**config.mk**
```make
export PLATFORM = sky130hd
export DESIGN_NAME = uart_rx_fifo
export DESIGN_NICKNAME = d
export VERILOG_FILES = /design/src/rtl/uart_pkg.sv /design/src/rtl/sync_fifo.sv /design/src/rtl/uart_rx_fifo.sv
export SDC_FILE = /design/constraint.sdc
export NUM_CORES = 1
export LEC_CHECK = 0
export CORE_UTILIZATION = 48
export CTS_BUF_LIST = sky130_fd_sc_hd__clkbuf_8
export DETAILED_ROUTE_END_ITERATION = 10
export DONT_BUFFER_PORTS = 1
export SLEW_MARGIN = 25
export SYNTH_ARGS = -nofsm -noshare
export SYNTH_HDL_FRONTEND = slang
export SYNTH_SLANG_ARGS = --single-unit
```
**constraint.sdc**
```tcl
create_clock -name clk -period 2.9 [get_ports clk]
set_input_delay 0.58 -clock clk [delete_from_list [all_inputs] [get_ports clk]]
set_output_delay 0.58 -clock clk [all_outputs]
set_load 0.02 [all_outputs]
```
**src/rtl/uart_pkg.sv**
```systemverilog
// -----------------------------------------------------------------------------
// uart_pkg
// Shared constants for the UART receive FIFO register window.
//   - Register indices of the 4-entry CPU window.
//   - Bit positions inside the status register (read at UART_RXF_STAT).
//   - Bit positions inside the control register (written at UART_RXF_CTRL).
// -----------------------------------------------------------------------------
package uart_pkg;

    // Register window indices
    localparam logic [1:0] UART_RXF_DATA = 2'b00;  // head byte (read pops on strobe)
    localparam logic [1:0] UART_RXF_STAT = 2'b01;  // {5'b0, overflow, full, avail}
    localparam logic [1:0] UART_RXF_CNT  = 2'b10;  // fill count, zero-extended
    localparam logic [1:0] UART_RXF_CTRL = 2'b11;  // write-only control

    // Status register bit positions
    localparam int ST_AVAIL = 0;
    localparam int ST_FULL  = 1;
    localparam int ST_OVF   = 2;

    // Control register bit positions
    localparam int CTRL_FLUSH   = 0;
    localparam int CTRL_CLR_OVF = 1;

endpackage : uart_pkg

```
**src/rtl/sync_fifo.sv**
```systemverilog
// -----------------------------------------------------------------------------
// sync_fifo
// Single-clock circular FIFO with 2**DEPTH_LOG2 entries.
//   clk, rst_n  : clock, asynchronous active-low reset
//   i_push      : write i_wdata this cycle (accepted if not full, or if a pop
//                 frees a slot in the same cycle)
//   i_wdata     : data to write
//   i_pop       : advance the read pointer (ignored when empty)
//   i_flush     : empty the FIFO; overrides push and pop in the same cycle
//   o_rdata     : entry at the read pointer (undefined content when empty)
//   o_count     : number of stored entries, 0..DEPTH
//   o_full      : count == DEPTH
//   o_empty     : count == 0
// Storage is not reset; only pointers and count are.
// -----------------------------------------------------------------------------
module sync_fifo #(
    parameter int WIDTH      = 8,
    parameter int DEPTH_LOG2 = 4
) (
    input  logic                  clk,
    input  logic                  rst_n,
    input  logic                  i_push,
    input  logic [WIDTH-1:0]      i_wdata,
    input  logic                  i_pop,
    input  logic                  i_flush,
    output logic [WIDTH-1:0]      o_rdata,
    output logic [DEPTH_LOG2:0]   o_count,
    output logic                  o_full,
    output logic                  o_empty
);

    localparam int DEPTH = 1 << DEPTH_LOG2;
    localparam logic [DEPTH_LOG2:0] FULL_COUNT = (DEPTH_LOG2 + 1)'(DEPTH);

    logic [WIDTH-1:0]      r_mem [DEPTH];
    logic [DEPTH_LOG2-1:0] r_wr_ptr;
    logic [DEPTH_LOG2-1:0] r_rd_ptr;
    logic [DEPTH_LOG2:0]   r_count;

    logic w_full;
    logic w_empty;
    logic w_do_pop;
    logic w_do_push;

    assign w_full  = (r_count == FULL_COUNT);
    assign w_empty = (r_count == '0);

    // A pop on a full FIFO frees the slot the same-cycle push lands in,
    // so a full FIFO still accepts a push when it is also being popped.
    assign w_do_pop  = i_pop & ~w_empty;
    assign w_do_push = i_push & (~w_full | w_do_pop);

    always_ff @(posedge clk or negedge rst_n) begin
        if (!rst_n) begin
            r_wr_ptr <= '0;
            r_rd_ptr <= '0;
            r_count  <= '0;
        end else if (i_flush) begin
            r_wr_ptr <= '0;
            r_rd_ptr <= '0;
            r_count  <= '0;
        end else begin
            if (w_do_push) begin
                r_wr_ptr <= r_wr_ptr + 1'b1;
            end
            if (w_do_pop) begin
                r_rd_ptr <= r_rd_ptr + 1'b1;
            end
            case ({w_do_push, w_do_pop})
                2'b10:   r_count <= r_count + 1'b1;
                2'b01:   r_count <= r_count - 1'b1;
                default: r_count <= r_count;
            endcase
        end
    end

    // Storage has no reset so it maps onto plain RAM/regfile cells.
    always_ff @(posedge clk) begin
        if (w_do_push && !i_flush) begin
            r_mem[r_wr_ptr] <= i_wdata;
        end
    end

    assign o_rdata = r_mem[r_rd_ptr];
    assign o_count = r_count;
    assign o_full  = w_full;
    assign o_empty = w_empty;

endmodule : sync_fifo

```
**src/rtl/uart_rx_fifo.sv**
```systemverilog
// -----------------------------------------------------------------------------
// uart_rx_fifo
// Receive-side buffer between the UART receiver core and the CPU bus.
// Every rx_data_valid strobe pushes rx_data into a 2**DEPTH_LOG2 entry FIFO;
// the CPU drains it through a 4-register window.
//   clk, rst_n     : clock, asynchronous active-low reset
//   rx_data        : byte from the receiver core
//   rx_data_valid  : single-cycle strobe qualifying rx_data
//   fifo_cs        : register window select
//   R_W_n          : 1 = CPU read, 0 = CPU write
//   reg_addr       : register index (see uart_pkg)
//   data_i         : CPU write data (control register only)
//   data_o         : CPU read data, combinational from reg_addr and state
//   rx_irq         : registered, high while the FIFO is non-empty
// Register map:
//   00 R : head byte (8'h00 when empty); rising edge of the read strobe pops
//   01 R : {5'b0, overflow, full, avail}
//   10 R : count, zero-extended
//   11 W : bit0 flush, bit1 clear overflow; reads return 8'h00
// -----------------------------------------------------------------------------
module uart_rx_fifo
    import uart_pkg::*;
#(
    parameter int DEPTH_LOG2 = 4
) (
    input  logic       clk,
    input  logic       rst_n,
    input  logic [7:0] rx_data,
    input  logic       rx_data_valid,
    input  logic       fifo_cs,
    input  logic       R_W_n,
    input  logic [1:0] reg_addr,
    input  logic [7:0] data_i,
    output logic [7:0] data_o,
    output logic       rx_irq
);

    logic                r_rd_req_d;
    logic                r_overflow;
    logic                r_rx_irq;

    logic                w_rd_req;
    logic                w_pop;
    logic                w_ctrl_wr;
    logic                w_flush;
    logic                w_clr_ovf;
    logic                w_ovf_set;
    logic [7:0]          w_head;
    logic [DEPTH_LOG2:0] w_count;
    logic                w_full;
    logic                w_empty;
    logic                w_avail;
    logic [7:0]          w_status;
    logic                w_unused_data;

    // Bus decode. A read of the data register held over several cycles must
    // pop only once, so the pop is the rising edge of the read strobe.
    assign w_rd_req  = fifo_cs & R_W_n & (reg_addr == UART_RXF_DATA);
    assign w_pop     = w_rd_req & ~r_rd_req_d;
    assign w_ctrl_wr = fifo_cs & ~R_W_n & (reg_addr == UART_RXF_CTRL);
    assign w_flush   = w_ctrl_wr & data_i[CTRL_FLUSH];
    assign w_clr_ovf = w_ctrl_wr & data_i[CTRL_CLR_OVF];

    // Only bits 0 and 1 of the control register exist.
    assign w_unused_data = ^data_i[7:2];

    sync_fifo #(
        .WIDTH      (8),
        .DEPTH_LOG2 (DEPTH_LOG2)
    ) u_fifo (
        .clk     (clk),
        .rst_n   (rst_n),
        .i_push  (rx_data_valid),
        .i_wdata (rx_data),
        .i_pop   (w_pop),
        .i_flush (w_flush),
        .o_rdata (w_head),
        .o_count (w_count),
        .o_full  (w_full),
        .o_empty (w_empty)
    );

    assign w_avail = ~w_empty;

    // A byte is lost only when it arrives on a full FIFO with no pop to make
    // room; a flush in the same cycle discards it deliberately, not as an
    // overrun. Full implies non-empty, so any pop strobe here is effective.
    assign w_ovf_set = rx_data_valid & w_full & ~w_pop & ~w_flush;

    always_ff @(posedge clk or negedge rst_n) begin
        if (!rst_n) begin
            r_rd_req_d <= 1'b0;
            r_overflow <= 1'b0;
            r_rx_irq   <= 1'b0;
        end else begin
            r_rd_req_d <= w_rd_req;
            r_rx_irq   <= w_avail;
            // Set has priority over a same-cycle clear.
            if (w_ovf_set) begin
                r_overflow <= 1'b1;
            end else if (w_clr_ovf) begin
                r_overflow <= 1'b0;
            end
        end
    end

    always_comb begin
        w_status            = 8'h00;
        w_status[ST_AVAIL]  = w_avail;
        w_status[ST_FULL]   = w_full;
        w_status[ST_OVF]    = r_overflow;
    end

    // The data register shows the pre-pop head during the strobe cycle; the
    // pop itself lands on the following clock edge.
    always_comb begin
        data_o = 8'h00;
        case (reg_addr)
            UART_RXF_DATA: data_o = w_avail ? w_head : 8'h00;
            UART_RXF_STAT: data_o = w_status;
            UART_RXF_CNT:  data_o = 8'(w_count);
            default:       data_o = 8'h00;
        endcase
    end

    assign rx_irq = r_rx_irq;

endmodule : uart_rx_fifo
```
==> impl_metrics.tcl <==
set metrics [dict create \
    setup_ws_ns -0.00305 \
    drv_cap 0 \
    yosys.area_share.xor_xnor_pct 1.29 \
    syn-instance-count 348 \
    p_sw_uw 1910 \
    min_period_ns 2.90 \
    rows 40 \
    diodes 0 \
    synth_edf_count 128 \
    synth_compound_gate_area_share_pct 4.21 \
    num_io_pins 32 \
    crit_arrival_ns 2.32 \
    vias 3266 \
    swShare_pct 30.8 \
    die_y_microns 115 \
    clk_path_buf_depth 2 \
    synth-warning-count 0 \
    power.leakage_uw 0.00245 \
    cts_tree "built" \
    hold_viol_final 0 \
    synthAdderAreaFrac_pct 1.44 \
    timing.slew.headroom_pct 49.7 \
    grt_max_degree 27 \
    critPathKind "register to output pin" \
    synth_top_family_by_area "multiplexers" \
    cp-end-kind "output pin" \
    place.gp.congestion 0.842 \
    drive_gt1_share_pct 32.8 \
    antenna_found_initial 0 \
    grt_overflow 0 \
    syn_nets 378 \
    wl_microns 12600 \
    cts_buffers 17 \
    die_w_microns 115 \
    use_met2_pct 33.8 \
    die_area_sq_um 13100 \
    internal_power_uw 4290 \
    nets 433 \
    status "finished, violations left" \
    start_kind "register" \
    wl_per_cell_microns 21.6 \
    setup_tns_ns -0.00389 \
    io_buffer_count 0 \
    grtUsageMet3_pct 5.56 \
    drt_iter0_drc 266 \
    top_usage_layer "met2" \
    avgSynthCellArea_sq_um 17.5 \
    grt_pass1_vias 3309 \
    final_antenna_net_count 0 \
    cts_root_buf "clkbuf_8" \
    finalCritPeriodShare_pct 100 \
    grt_usage_pct 21.4 \
    p_per_area_nw_per_um2 868 \
    ir_drop_mv 0.432 \
    synth_ff_type "edfxtp_1" \
    grt_pass1_wl_microns 19000 \
    core-area_sq_um 12200 \
    final_area_sq_um 7140 \
    synth.area.mux_share_pct 14.2 \
    initial_core_util_pct 49.9 \
    violations "setup timing" \
    path_clk_slew_ns 0.08 \
    place_area_sq_um 6640 \
    syn_to_final_growth_pct 17.3 \
    tightestPinTransition_ns 0.752 \
    p_clk_share_pct 22.2 \
    fin_skew_ns 0.00634 \
    setup_viol 2 \
    drc 0 \
    async_flop_share_pct 11.1 \
    viasPerCell 5.60 \
    required_ns 2.32 \
    power_frac_seq_pct 43.6 \
    cts.sinks 144 \
    gr-usage-met1_pct 28.6 \
    pwr-share-comb_pct 34.2 \
    fmax_mhz 344 \
    rsz0062_at_grt "true" \
    netlist_area_sq_um 6090 \
    ys_ff_latch 144 \
    crit_path_max_fanout 9 \
    maxSlewViolCount 0 \
    yosysUniqueCellTypes 47 \
    insertion_delay_ns 0.44 \
    h-tree-depth 4 \
    synth_seq_area_share_pct 69.7 \
    min_path_type "input port to register" \
    dpl.hpwl_microns 8090 \
    synth_simple_gate_area_share_pct 6.82 \
    dr.pass1.iters 4 \
]
worst max-delay path, stage by stage, from the launching register on:
cell and delay (ns):
dfrtp_2 0.40, buf_12 0.16, buf_12 0.14, mux4_2 0.50, mux2i_2 0.18, a211oi_1 0.11
a221o_1 0.37
through the flow:
stage                     hold slack (ns)  utilization [%]  total power, uW  cells  setup slack, ns
final                               0.226             58.5             6200    583         -0.00305
after global routing                0.181             58.5             6520    583           -0.109
after CTS                           0.190             58.2             6210    581          -0.0750
after detailed placement            0.285             54.4             4640    541            0.277
after global placement              0.285             54.4             4620    541            0.283
after floorplan                     0.284                -             4000    348            0.255
cell usage in the layout, fill, tap and decap left out, drive strengths merged, types with 10 or more instances in the layout:
| cell | synthesis | routed |
|---|---|---|
| edfxtp | 128 | 128 |
| buf | 11 | 54 |
| mux4 | 32 | 32 |
| nor2 | 23 | 23 |
| inv | 11 | 18 |
| clkbuf | 8 | 17 |
| dfrtp | 16 | 16 |
| nand2 | 15 | 15 |
| mux2i | 11 | 11 |
| a211oi | 11 | 11 |
| and2 | 10 | 10 |
synthesized netlist by cell type, types with 3 or more instances:
library cell	instances	area share [%]
xnor2_1	5	0.72
mux4_2	32	12
and2_1	9	0.92
nand3_1	5	0.41
dfrtp_1	16	6.6
edfxtp_1	128	63
nor4_1	4	0.41
ha_1	7	1.4
a31oi_1	4	0.41
mux2i_1	11	1.8
a211oi_1	10	1.2
o21ai_0	4	0.33
nand2_1	15	0.92
mux2_2	3	0.55
clkbuf_1	7	0.43
nor2_1	23	1.4
buf_2	5	0.41
inv_1	10	0.62
a21oi_1	7	0.58
nor2b_1	6	0.62
xor2_1	4	0.58
what timing repair did:
item                                    in CTS  in global routing
endpoints found under the setup margin       8                  8
setup buffers                                7                  2
pin swaps                                    2                  0
hold buffers                                 1                  0
cloned                                       1                  0
gates resized for setup                      9                  5
endpoints found under the hold margin       16                  0
area by class of cell:
| type | instances | area [sq um] |
|---|---|---|
| clock buffers | 17 | 234 |
| flip-flops and latches | 144 | 4250 |
| multi-input cells | 174 | 1770 |
| clock inverters | 14 | 105 |
| fillers | 938 | 5070 |
| inverters | 11 | 41.3 |
| repair buffers | 55 | 536 |
| well taps | 168 | 210 |
layer usage:
layer	up-vias	wire length (microns)
li1	1482	-
met1	1686	5780
met2	81	6130
met3	17	467
met4	0	202
met5	-	0
path summary, 6_finish.rpt:
path | start | to | cells after the start | slack [ns]
setup / recovery | u_fifo.r_rd_ptr[0]$_DFFE_PN0P_ | data_o[2] | 6 | -0.003
hold / removal | rx_data[7] | u_fifo.r_mem[9][7]$_DFFE_PP_ | 0 | 0.23
setup reg to reg | u_fifo.o_count[0]$_DFFE_PN0P_ | u_fifo.o_count[4]$_DFFE_PN0P_ | 10 | 0.41
hold reg to reg | r_overflow$_DFFE_PN0P_ | r_overflow$_DFFE_PN0P_ | 2 | 0.49
max in group asynchronous | rst_n | u_fifo.o_count[0]$_DFFE_PN0P_ | 1 | 1.73
min in group asynchronous | rst_n | r_overflow$_DFFE_PN0P_ | 1 | 0.65
state kept, by name, summed over array words and instances, names as in the netlist:
name,flops
r_overflow,1
u_fifo.r_wr_ptr,4
u_fifo.r_mem,128
u_fifo.r_rd_ptr,4
r_rd_req_d,1
u_fifo.o_count,5
rx_irq,1
kinds of logic after synthesis:
| group | after synthesis |
|---|---|
| buffers and inverters | 30 |
| muxes | 46 |
| xor gates and xnor gates | 9 |
| adders and majority gates | 7 |
| DFF | 144 |
| and+or+nand+nor | 76 |
| AOI/OAI and AO/OA | 36 |
power groups by stage:
| stage | logic (uW) | clock network, uW | registers (uW) |
|---|---|---|---|
| after floorplan | 1340 | 0 | 2650 |
| after global placement | 1890 | 0 | 2730 |
| after detailed placement | 1900 | 0 | 2740 |
| after CTS | 2100 | 1410 | 2700 |
| after global routing | 2300 | 1500 | 2720 |
| final | 2120 | 1370 | 2700 |
Power figures use the tool's default switching activity.
